**config.mk**
```make
export PLATFORM = sky130hd
export DESIGN_NAME = ble_cmd_parser
export DESIGN_NICKNAME = d
export VERILOG_FILES = /design/src/rtl/ble_pkg.sv /design/src/rtl/inactivity_timer.sv /design/src/rtl/ble_cmd_parser.sv
export SDC_FILE = /design/constraint.sdc
export NUM_CORES = 1
export LEC_CHECK = 0
export CAP_MARGIN = 20
export CORE_MARGIN = 1.5
export CORE_UTILIZATION = 45
export DETAILED_ROUTE_END_ITERATION = 8
export PLACE_DENSITY = 0.71
export SYNTH_ARGS = -nofsm -noshare
export SYNTH_HDL_FRONTEND = slang
export SYNTH_SLANG_ARGS = --single-unit
```
**constraint.sdc**
```tcl
create_clock -name clk_in -period 2.9 [get_ports clk_in]
set_clock_uncertainty 0.2 [all_clocks]
set_input_delay 0.435 -clock clk_in [delete_from_list [all_inputs] [get_ports clk_in]]
set_output_delay 0.435 -clock clk_in [all_outputs]
set_load 0.02 [all_outputs]
```
**src/rtl/ble_pkg.sv**
```systemverilog
// Shared types and constants for the BLE command parser: command encoding,
// parser states and packet field limits.
package ble_pkg;

  typedef enum logic [1:0] {
    SWING    = 2'd0,
    PAN_L    = 2'd1,
    PAN_R    = 2'd2,
    NEW_GAME = 2'd3
  } cmd_type_t;

  typedef enum logic [2:0] {
    ST_IDLE,
    ST_TYPE,
    ST_LEN,
    ST_PAYLOAD,
    ST_CHECK
  } parser_state_t;

  localparam logic [1:0] SWING_LEN   = 2'd3;
  localparam logic [7:0] MAX_LEN     = 8'd3;
  localparam logic [8:0] ANGLE_LIMIT = 9'd360;

endpackage

```
**src/rtl/inactivity_timer.sv**
```systemverilog
// Idle-cycle counter: clears on activity, counts while enabled, and pulses
// expire on the cycle it would reach LIMIT.
module inactivity_timer #(
  parameter int unsigned LIMIT = 742500
) (
  input  logic clk,
  input  logic rst,
  input  logic clear,
  input  logic enable,
  output logic expire
);

  localparam int unsigned W = (LIMIT > 1) ? $clog2(LIMIT) : 1;
  localparam logic [W-1:0] CNT_MAX = W'(LIMIT - 1);

  logic [W-1:0] count_q;

  // Clear has priority so a strobe in the expiry cycle suppresses the pulse.
  assign expire = enable && !clear && (count_q == CNT_MAX);

  always_ff @(posedge clk or posedge rst) begin
    if (rst) begin
      count_q <= '0;
    end else if (clear || expire) begin
      count_q <= '0;
    end else if (enable) begin
      count_q <= count_q + 1'b1;
    end
  end

endmodule

```
**src/rtl/ble_cmd_parser.sv**
```systemverilog
// Frames UART bytes into validated swing/pan/new-game commands.
// Optional inactivity timeout compiled in with BLE_PARSER_TIMEOUT_EN.
module ble_cmd_parser
  import ble_pkg::*;
#(
  parameter logic [7:0]  SYNC_BYTE      = 8'hA5,
  parameter int unsigned TIMEOUT_CYCLES = 742500
) (
  input  logic       clk_in,
  input  logic       rst_in,
  input  logic [7:0] byte_in,
  input  logic       byte_valid_in,
  output logic       cmd_valid_out,
  output logic [1:0] cmd_type_out,
  output logic [7:0] cmd_power_out,
  output logic [8:0] cmd_angle_out,
  output logic [7:0] err_count_out,
  output logic       busy_out
);

  if (TIMEOUT_CYCLES == 0) begin : g_timeout_range
    $error("TIMEOUT_CYCLES must be non-zero");
  end

  parser_state_t state_q, state_d;

  logic [7:0] type_q;
  logic [1:0] len_q;
  logic [1:0] idx_q;
  logic [7:0] chk_q;
  logic [7:0] power_q;
  logic       angle_hi_q;
  logic [7:0] angle_lo_q;

  logic       timeout_hit;
  logic       accept;
  logic       reject;

`ifdef BLE_PARSER_TIMEOUT_EN
  inactivity_timer #(
    .LIMIT (TIMEOUT_CYCLES)
  ) u_timer (
    .clk    (clk_in),
    .rst    (rst_in),
    .clear  (byte_valid_in),
    .enable (state_q != ST_IDLE),
    .expire (timeout_hit)
  );
`else
  assign timeout_hit = 1'b0;
`endif

  logic       is_swing;
  logic [8:0] angle;
  logic       pkt_ok;

  assign is_swing = (type_q == {6'd0, SWING});
  assign angle    = {angle_hi_q, angle_lo_q};
  assign pkt_ok   = (byte_in == chk_q)
                 && (type_q[7:2] == '0)
                 && (is_swing ? (len_q == SWING_LEN) : (len_q == 2'd0))
                 && (!is_swing || (angle < ANGLE_LIMIT));

  assign busy_out = (state_q != ST_IDLE);

  always_ff @(posedge clk_in or posedge rst_in) begin
    if (rst_in) begin
      state_q <= ST_IDLE;
    end else begin
      state_q <= state_d;
    end
  end

  always_comb begin
    state_d = state_q;
    accept  = 1'b0;
    reject  = 1'b0;
    if (byte_valid_in) begin
      case (state_q)
        ST_IDLE: begin
          if (byte_in == SYNC_BYTE) state_d = ST_TYPE;
        end
        ST_TYPE: state_d = ST_LEN;
        ST_LEN: begin
          if (byte_in > MAX_LEN) begin
            reject  = 1'b1;
            state_d = ST_IDLE;
          end else if (byte_in == 8'd0) begin
            state_d = ST_CHECK;
          end else begin
            state_d = ST_PAYLOAD;
          end
        end
        ST_PAYLOAD: begin
          if (idx_q == len_q - 2'd1) state_d = ST_CHECK;
        end
        ST_CHECK: begin
          accept  = pkt_ok;
          reject  = !pkt_ok;
          state_d = ST_IDLE;
        end
        default: state_d = ST_IDLE;
      endcase
    end else if (timeout_hit) begin
      reject  = 1'b1;
      state_d = ST_IDLE;
    end
  end

  // Packet capture: the running XOR restarts with the TYPE byte.
  always_ff @(posedge clk_in or posedge rst_in) begin
    if (rst_in) begin
      type_q     <= '0;
      len_q      <= '0;
      idx_q      <= '0;
      chk_q      <= '0;
      power_q    <= '0;
      angle_hi_q <= 1'b0;
      angle_lo_q <= '0;
    end else if (byte_valid_in) begin
      case (state_q)
        ST_TYPE: begin
          type_q <= byte_in;
          chk_q  <= byte_in;
        end
        ST_LEN: begin
          len_q <= byte_in[1:0];
          idx_q <= '0;
          chk_q <= chk_q ^ byte_in;
        end
        ST_PAYLOAD: begin
          case (idx_q)
            2'd0:    power_q    <= byte_in;
            2'd1:    angle_hi_q <= byte_in[0];
            default: angle_lo_q <= byte_in;
          endcase
          idx_q <= idx_q + 2'd1;
          chk_q <= chk_q ^ byte_in;
        end
        default: ;
      endcase
    end
  end

  always_ff @(posedge clk_in or posedge rst_in) begin
    if (rst_in) begin
      cmd_valid_out <= 1'b0;
      cmd_type_out  <= '0;
      cmd_power_out <= '0;
      cmd_angle_out <= '0;
      err_count_out <= '0;
    end else begin
      cmd_valid_out <= accept;
      if (accept) begin
        cmd_type_out  <= type_q[1:0];
        cmd_power_out <= is_swing ? power_q : '0;
        cmd_angle_out <= is_swing ? angle : '0;
      end
      if (reject && (err_count_out != '1)) begin
        err_count_out <= err_count_out + 8'd1;
      end
    end
  end

endmodule

```
### Word-level counts from Yosys, hierarchy flattened

Index checks and enable logic that the tools add are counted.

| storage, ports and cells | value |
|---|---|
| input port bits | 11 |
| bits in registers | 68 |
| logic and storage cells | 73 |
| output and inout bits | 29 |

| cells by class | value |
|---|---|
| bitwise gates (word level) | 2 |
| reductions and logical operators | 26 |
| add/subtract/negate cells | 3 |
| equality and inequality tests | 12 |
| order comparisons | 2 |
| mux-type cells | 15 |

Operator list:

| cell | number |
|---|---|
| $logic_not A8 Y1 | 2 |
| $pmux W8 S2 | 1 |
| $mux W3 | 4 |
| $pmux W3 S4 | 1 |
| $reduce_and A3 Y1 | 4 |
| $lt A9 B9 Y1 const B | 1 |
| $mux W9 | 1 |
| $add A8 B1 Y8 const B | 1 |
| $eq A8 B8 Y1 | 1 |
| $eq A8 B8 Y1 const B | 1 |
| $gt A8 B2 Y1 const B | 1 |
| $mux W8 | 1 |
| $ne A8 B8 Y1 const B | 1 |
| $reduce_and A2 Y1 | 4 |
| $xor A8 B8 Y8 | 1 |
| $eq A3 B2 Y1 const B | 2 |
| $logic_not A6 Y1 | 1 |
| $mux W1 | 5 |
| $logic_and A1 B1 Y1 | 4 |
| $logic_not A2 Y1 | 2 |
| $ne A2 B2 Y1 const B | 2 |
| $pmux W2 S2 | 1 |
| $reduce_bool A2 Y1 | 2 |
| $reduce_or A2 Y1 | 2 |
| other kinds (13) | 14 |

### Longest topological paths before layout

Gate-level depths: netlist of the first run.

| logic depth | value |
|---|---|
| word-level depth | 8 |
| gate-level depth with buffers | 9 |
| gate-level depth less buffers | 7 |

### Worst setup path before layout of the first run

OpenSTA, ideal clock, no wires.

| path | value |
|---|---|
| path type | flip-flop to flip-flop |
| start | reg err_count_out[0] |
| end | reg err_count_out[3] |
| setup slack | 0.731 ns |
| buffers on the path | 1 |
| cell stages (with the launch flop) | 8 |
| setup time | 0.129 ns |
| required time | 2.571 ns |
| clock period less this slack | 2.169 ns |
| arrival time | 1.841 ns |
| path through | dfrtp_1 ha_1 nand3_1 o31ai_4 buf_2 nor4_1 a211oi_1 nand3_1 |

| on the way | value |
|---|---|
| longest elaborated chain between the ends | 2 |
| elaborated cells on any way between the ends | 3 |
| classes of those cells | add/sub (1); eq/ne (1); reduce/logical (1) |

RTL lines:

| item | line | source |
|---|---|---|
| from (decl) | ble_cmd_parser.sv:17 | `output logic [7:0] err_count_out,` |
| from (signal assigned) | ble_cmd_parser.sv:160 | `err_count_out <= err_count_out + 8'd1;` |
| branches (longest 2 deep; another with $add A8 B1 Y8) | n/a |  |

Several ways; the timed one is not identified.
A chain may end at the register's enable or synchronous reset.

### Worst setup path in the final report of the first run

| path | value |
|---|---|
| start | reg state_q[0] |
| end | out busy_out |

| on the way | value |
|---|---|
| longest elaborated chain between the ends | 1 |

RTL lines:

| item | line | source |
|---|---|---|
| from (decl) | ble_cmd_parser.sv:25 | `parser_state_t state_q, state_d;` |
| from (signal assigned) | ble_cmd_parser.sv:70 | `state_q <= state_d;` |
| $reduce_bool A3 Y1 | ble_cmd_parser.sv:64 | `assign busy_out = (state_q != ST_IDLE);` |
| to (decl) | ble_cmd_parser.sv:18 | `output logic busy_out` |

Every way passes these cells.

==> metrics.yaml, run 1 <==
detailed_routing:
  ant_nets: 0
  routed_wire_length_per_instance_um: 15.5
  drc_errors: 0
  wire_length_reported_by_the_detailed_router_um: 7880
  drt_iter0_drc: 141
  detailedRoute.firstPassIterationCount: 4
  drt-vias-per-instance: 5.35
  routed-via-count: 2719
place:
  io_buffers: 39
  place.gp.congestion: 0.873
  area_after_detailed_placement_mm2: 0.00408
  detailedPlacementHpwl_um: 5570
power:
  clk_pwr_share_pct: 21.8
  p_seq_share_pct: 41.7
  power.combinational.fraction_pct: 36.5
  p_leak_nw: 1.98
  intPower_mw: 2.30
  netSwitchingPower_mw: 1.40
  power.switching_fraction_pct: 37.9
  pwr_cell_area_mw_per_mm2: 867
  ir_worst_vdd_uv: 454
global_route:
  global_route.usage.total_pct: 20.9
  first_pass_grt_wire_length_um: 13500
  antenna_found_initial: 0
  first_global_vias: 2726
  global_route.overflow_total: 0
  grt_start_max_net_pins: 43
critical_path:
  critical_path_peak_fanout: 15
  worst-endpoint-arrival_ns: 1.82
  critPathRequiredTime_ns: 2.27
  worstSetupEndpointType: "primary output"
  cp_num_buf_inv: 1
  cpPeakStageDelay_ns: 0.54
  timing_worst_setup_path_type: "register to primary output"
  critical_path.cell_chain: "or3_1 > clkdlybuf4s50_1"
  cpLargestDelayFamily: "buffers and inverters"
  critical-path-slowest-cell: "sky130_fd_sc_hd__clkdlybuf4s50_1"
  startpoint_kind_of_the_worst_setup_timing_path: "register"
timing:
  period_needed_ns: 2.46
  report.final.slew_viol_count: 0
  grt_setup_unrepaired: "no"
  setup-violations-final: 0
  slew-limit-headroom_pct: 56.6
  hold_viol_final: 0
  min_period_over_period_pct: 84.7
  setup-tns-final_ns: 0
  max_freq_ghz: 0.407
  worst_margin_pin_slew_ns: 0.651
cts:
  post_cts_resized: 0
  post_cts_buffers: 0
  cts_inserted_buffers: 9
  clkLatencyLatePin_ns: 0.35
  ctsLongestPathBuffers: 2
  clock_tree.root_cell: "sky130_fd_sc_hd__clkbuf_8"
  cts_tree: "built"
  cts.hold.buffers_added: 0
  tritoncts_num_sinks: 68
  clock_pin_slew_of_the_registers_on_the_worst_case_setup_and_hold_paths_ns: 0.07
  h-tree-depth: 3
die:
  initial_standard_cell_utilization_of_the_core_pct: 46.2
  fp-row-count: 32
  coreArea_mm2: 0.00765
  floorplan.io_pins: 40
  dieArea_mm2: 0.00838
  die_y_um: 91.6
  floorplan.die.width_um: 91.6
layout:
  post-route-cell-area_mm2: 0.00428
  area.growth.synth_to_final_pct: 21.2
  fillCellCount: 671
  drive_above_1_share_pct: 14.8
  antenna_cells: 0
  area_of_the_multi_input_gates_mm2: 0.00161
  seqCellArea_mm2: 0.00170
  layout.core_utilization_pct: 55.9
  finalNetCount: 417
synthesis:
  synth_top_flop_cell: "sky130_fd_sc_hd__dfrtp_1"
  postSynthRegisterBits: 68
  yosysTopAreaCell: "sky130_fd_sc_hd__dfrtp_1"
  synth.most_common_cell: "sky130_fd_sc_hd__dfrtp_1"
  synth.cell_area_mm2: 0.00353
  netlist_top_cells_area: "sky130_fd_sc_hd__dfrtp_1 48%, sky130_fd_sc_hd__nand2_1 5.8%, sky130_fd_sc_hd__mux2_2 5.4%, sky130_fd_sc_hd__mux2i_1 4.8%, sky130_fd_sc_hd__inv_1 2.7%"
  synth_edf_count: 0
  synth.avg_cell_area_um2: 10.1
  synth_fp_nets: 367
  synth.lib_cells_used.distinct: 50
  async_reset_ff_share_pct: 100
  synthesis.instances: 351
  ys.warnings.count: 0
  synth_seq_area_share_pct: 48.2
  synth.top_cells.by_count: "68 x sky130_fd_sc_hd__dfrtp_1, 55 x sky130_fd_sc_hd__nand2_1, 25 x sky130_fd_sc_hd__inv_1"
  synthDominantCellAreaShare_pct: 48.2
run_status:
  status: "finished clean"
worst_hold_path:
  hold_class: "register to register"
job:
  max_cap_viol_count: 0
[tightest hold or removal path, cell delays in order (launching register included)]
cell and delay [ns]:
sky130_fd_sc_hd__dfrtp_1 0.34, sky130_fd_sc_hd__nand2_1 0.05, sky130_fd_sc_hd__nand2_1 0.05
[power groups by stage]
stage / clock network (mW) / registers, mW / logic [mW]
after floorplan: 0 / 1.51 / 0.989
after global routing: 0.864 / 1.60 / 1.51
after global placement: 0 / 1.54 / 1.30
after CTS: 0.821 / 1.54 / 1.36
final: 0.808 / 1.55 / 1.35
after detailed placement: 0 / 1.56 / 1.35
[state kept, by name, indices dropped and copies added, names as in the netlist]
| name | cells |
|---|---|
| cmd_valid_out | 1 |
| angle_hi_q | 1 |
| cmd_power_out | 8 |
| err_count_out | 8 |
| cmd_type_out | 2 |
| cmd_angle_out | 9 |
| angle_lo_q | 8 |
| type_q | 8 |
| chk_q | 8 |
| idx_q | 2 |
| state_q | 3 |
| power_q | 8 |
| len_q | 2 |
[final cells by class]
type	instances	area share, %
flip-flops and latches	68	39.8
clock buffers	12	3.63
multi-input cells	239	37.6
well taps	102	2.98
inverters	26	2.28
repair buffers	57	12.6
clock inverters	4	1.11
[cells in the final DEF, fill, tap and decap left out, drive strengths merged, types with 2 or more instances in the layout]
cell,Yosys,routed
a211oi,4,4
a21oi,15,15
a311oi,7,7
and2,4,4
buf,10,18
clkbuf,8,12
clkdlybuf4s50,0,39
clkinv,1,3
dfrtp,68,68
ha,5,5
inv,25,25
mux2,19,19
mux2i,17,17
nand2,55,55
nand2b,4,4
nand3,18,18
nand4,2,2
nor2,17,17
nor3,10,10
nor3b,2,2
nor4,9,9
o211ai,7,7
o21ai,10,10
o31ai,2,2
o41ai,2,2
or3,2,2
or4,3,3
xnor2,9,9
xor2,3,3
[layer usage]
metal	GRT usage [%]	share of wire [%]	vias to the layer above	wire length, µm
met5	0	0	-	0
met4	8.59	1.5	0	117
met3	4.36	5.0	12	391
met2	32.8	46	81	3640
met1	28.1	47	1293	3740
li1	-	-	1333	-
[kinds of logic after synthesis]
family	Yosys count	synth area share [%]
and+or+nand+nor	132	18.4
DFF	68	48.2
AOI/OAI and AO/OA	54	11.4
buffers and inverters	44	6.17
muxes	36	11.1
xor gates and xnor gates	12	2.98
adders and majority gates	5	1.77
[path summary, 6_finish.rpt]
kind / endpoint / from / cells past startpoint / slack, ns
max: busy_out / state_q[0] / 2 / 0.44
min in group asynchronous: cmd_angle_out[0] / rst_in / 2 / 0.29
min: type_q[5] / type_q[5] / 2 / 0.28
min reg2reg: type_q[5] / type_q[5] / 2 / 0.28
max reg2reg: err_count_out[2] / err_count_out[0] / 6 / 0.59
max in group asynchronous: err_count_out[3] / rst_in / 3 / 1.55
[stage by stage]
stage	worst slack, ns	total power [mW]	std cells	hold WS (ns)
2_1_floorplan	0.553	2.50	351	0.247
3_3_place_gp	0.297	2.85	492	0.261
3_5_place_dp	0.278	2.91	492	0.264
4_1_cts	0.428	3.72	508	0.282
5_1_grt	0.374	3.97	508	0.312
6_report	0.444	3.71	508	0.281
(Power assumes the default switching activity.)
==> run 2, diff against run 1 <==
Settings changed: PLACE_DENSITY 0.71 to 0.74.
Clock period 2.9 ns to 2.2 ns, I/O delays scaled along.
==> run 2 against run 1 <==
  * Clock-buffer cell count fell by 3
  * Via count increased by 3.4%
  * Sequential power grew 27%
  * Cell count is 5.1% higher
  * Largest power group is now combinational logic
  * Worst hold slack got worse by 0.060 ns
  * Combinational power increased by 56%
  * Die area stayed put
  * Critical path type is now register to register
  * Global-route usage shrank 1.1 points
  * First-iteration DRC count is 13% higher
  * Clock power grew 11%
  * Utilization grew 2.8 points
  * Critical endpoint is now err_count_out[2]
  * Register-to-register slack worse by 0.53 ns
==> metrics.yaml, run 2 (synthesis gave the netlist of run 1 again) <==
die:
  floorplan.die.width_um: 91.6
  fp-row-count: 32
  initial_standard_cell_utilization_of_the_core_pct: 46.2
  floorplan.io_pins: 40
  die_y_um: 91.6
  dieArea_mm2: 0.00838
  coreArea_mm2: 0.00765
detailed_routing:
  drc_errors: 0
  routed_wire_length_per_instance_um: 14.7
  detailedRoute.firstPassIterationCount: 4
  wire_length_reported_by_the_detailed_router_um: 7860
  drt-vias-per-instance: 5.27
  ant_nets: 0
  drt_iter0_drc: 159
  routed-via-count: 2812
power:
  p_seq_share_pct: 39.6
  netSwitchingPower_mw: 1.93
  power.combinational.fraction_pct: 42.3
  p_leak_nw: 2.12
  clk_pwr_share_pct: 18.0
  ir_worst_vdd_uv: 630
  intPower_mw: 3.04
  pwr_cell_area_mw_per_mm2: 1110
  power.switching_fraction_pct: 38.9
worst_hold_path:
  hold_class: "primary input to asynchronous set/reset pin"
layout:
  post-route-cell-area_mm2: 0.00449
  finalNetCount: 444
  layout.core_utilization_pct: 58.8
  largest_reg_flops: 9
  mostFrequentLayoutCell: "sky130_fd_sc_hd__dfrtp_1"
  seqCellArea_mm2: 0.00170
  fillCellCount: 663
  mostFrequentLayoutCells: "68 x sky130_fd_sc_hd__dfrtp_1, 55 x sky130_fd_sc_hd__nand2_1, 42 x sky130_fd_sc_hd__buf_4"
  area_of_the_multi_input_gates_mm2: 0.00163
  registers.top_by_ff_count: "cmd_angle_out"
  antenna_cells: 0
  area.growth.synth_to_final_pct: 27.3
  drive_above_1_share_pct: 21.1
critical_path:
  critical-path-slowest-cell: "sky130_fd_sc_hd__or4_1"
  cp_num_buf_inv: 2
  startpoint_kind_of_the_worst_setup_timing_path: "register"
  worstSetupEndpointType: "register"
  worst-endpoint-arrival_ns: 2.21
  critical_path_peak_fanout: 7
  timing_worst_setup_path_type: "register to register"
  cpPeakStageDelay_ns: 0.50
  cpLargestDelayFamily: "simple AND/OR/NAND/NOR gates"
  critPathRequiredTime_ns: 2.28
  critical_path.cell_chain: "inv_1 > ha_2 > o2111a_1 > and4b_1 > buf_4 > or4_1 > nand3_1"
  reg2reg_setup_slack_ns: 0.06
timing:
  minimum_hold_slack_ns: 0.221
  setup-violations-final: 0
  report.final.slew_viol_count: 0
  worst_margin_pin_slew_ns: 0.383
  period_needed_ns: 2.14
  max_freq_ghz: 0.468
  min_period_over_period_pct: 97.2
  grt_setup_unrepaired: "yes"
  slew-limit-headroom_pct: 74.4
  hold_viol_final: 0
global_route:
  grt_start_max_net_pins: 69
  first_global_vias: 2712
  global_route.usage.total_pct: 19.8
  first_pass_grt_wire_length_um: 13200
  antenna_found_initial: 0
  global_route.overflow_total: 0
job:
  max_cap_viol_count: 0
cts:
  cts_tree: "built"
  ctsLongestPathBuffers: 2
  cts.hold.buffers_added: 0
  h-tree-depth: 3
  tritoncts_num_sinks: 68
  clkLatencyLatePin_ns: 0.34
  clock_tree.root_cell: "sky130_fd_sc_hd__clkbuf_8"
  clock_pin_slew_of_the_registers_on_the_worst_case_setup_and_hold_paths_ns: 0.08
  cts_inserted_buffers: 9
place:
  detailedPlacementHpwl_um: 5460
  place.gp.congestion: 0.860
  io_buffers: 39
  area_after_detailed_placement_mm2: 0.00425
run_status:
  status: "finished clean"
==> run 2: cell types whose count changed in the layout (fill, tap and decap cells not counted), moves of 2 or more <==
cell	delta
sky130_fd_sc_hd__buf_4	+25
sky130_fd_sc_hd__clkbuf_8	-2
sky130_fd_sc_hd__clkdlybuf4s50_1	-4
sky130_fd_sc_hd__clkinv_4	+2
sky130_fd_sc_hd__clkinvlp_4	+2
sky130_fd_sc_hd__dlymetal6s2s_1	+3
sky130_fd_sc_hd__ha_1	-2
sky130_fd_sc_hd__ha_2	+2
==> run 2: worst register-to-register path: cells and delay by family (launching register included) <==
kind | cells | cell delay (ns)
and+or+nand+nor | 3 | 0.79
adders and majority gates | 1 | 0.20
AOI/OAI and AO/OA | 1 | 0.26
DFF | 1 | 0.38
buffers and inverters | 2 | 0.24
==> run 2: through the flow <==
stage	setup TNS, ns	setup WS (ns)	total power, mW	cells
3_3_place_gp	-6.42	-0.304	3.93	513
6_report	0	0.0626	4.97	534
4_1_cts	0	0.0115	4.91	529
3_5_place_dp	-6.71	-0.318	4.00	513
5_1_grt	-0.0727	-0.0232	5.34	534
2_1_floorplan	0	0.0308	3.29	351
==> run 2: worst paths after layout <==
path | start | cells past startpoint | to
min reg2reg | type_q[5] | 2 | type_q[5]
max | len_q[0] | 7 | err_count_out[2]
max in group asynchronous | rst_in | 3 | angle_lo_q[3]
min in group clk_in | byte_in[3] | 3 | chk_q[3]
min | rst_in | 3 | state_q[1]
max reg2reg | len_q[0] | 7 | err_count_out[2]
==> run 2: area by class of cell <==
cell class,instances,area share [%]
Clock buffer,9,2.76
Clock inverter,6,0.947
Inverter,26,2.26
Multi-Input combinational cell,239,36.4
Sequential cell,68,37.9
Tap cell,102,2.84
Timing Repair Buffer,84,17.0
==> run 2: metal layers <==
layer	share of wire (%)	wire length [µm]	up-vias	track usage, %
met5	0	0	-	0
met4	1.5	114	0	6.77
met3	4.6	364	11	3.69
met2	47	3680	73	31.8
met1	47	3690	1345	26.9
li1	-	-	1383	-
==> run 2: power groups by stage <==
stage	clock network (mW)	registers (mW)	logic, mW
3_3_place_gp	0	1.96	1.97
2_1_floorplan	0	1.99	1.30
5_1_grt	0.979	2.03	2.34
4_1_cts	0.911	1.95	2.04
6_report	0.896	1.97	2.10
3_5_place_dp	0	1.98	2.03
==> run 2: what timing repair did <==
action                     4_1_cts  5_1_grt
buffers inserted                 1        4
setup endpoints to repair        2       15
cloned                           0        1
resized for setup                1        8
pin swaps                        0        3
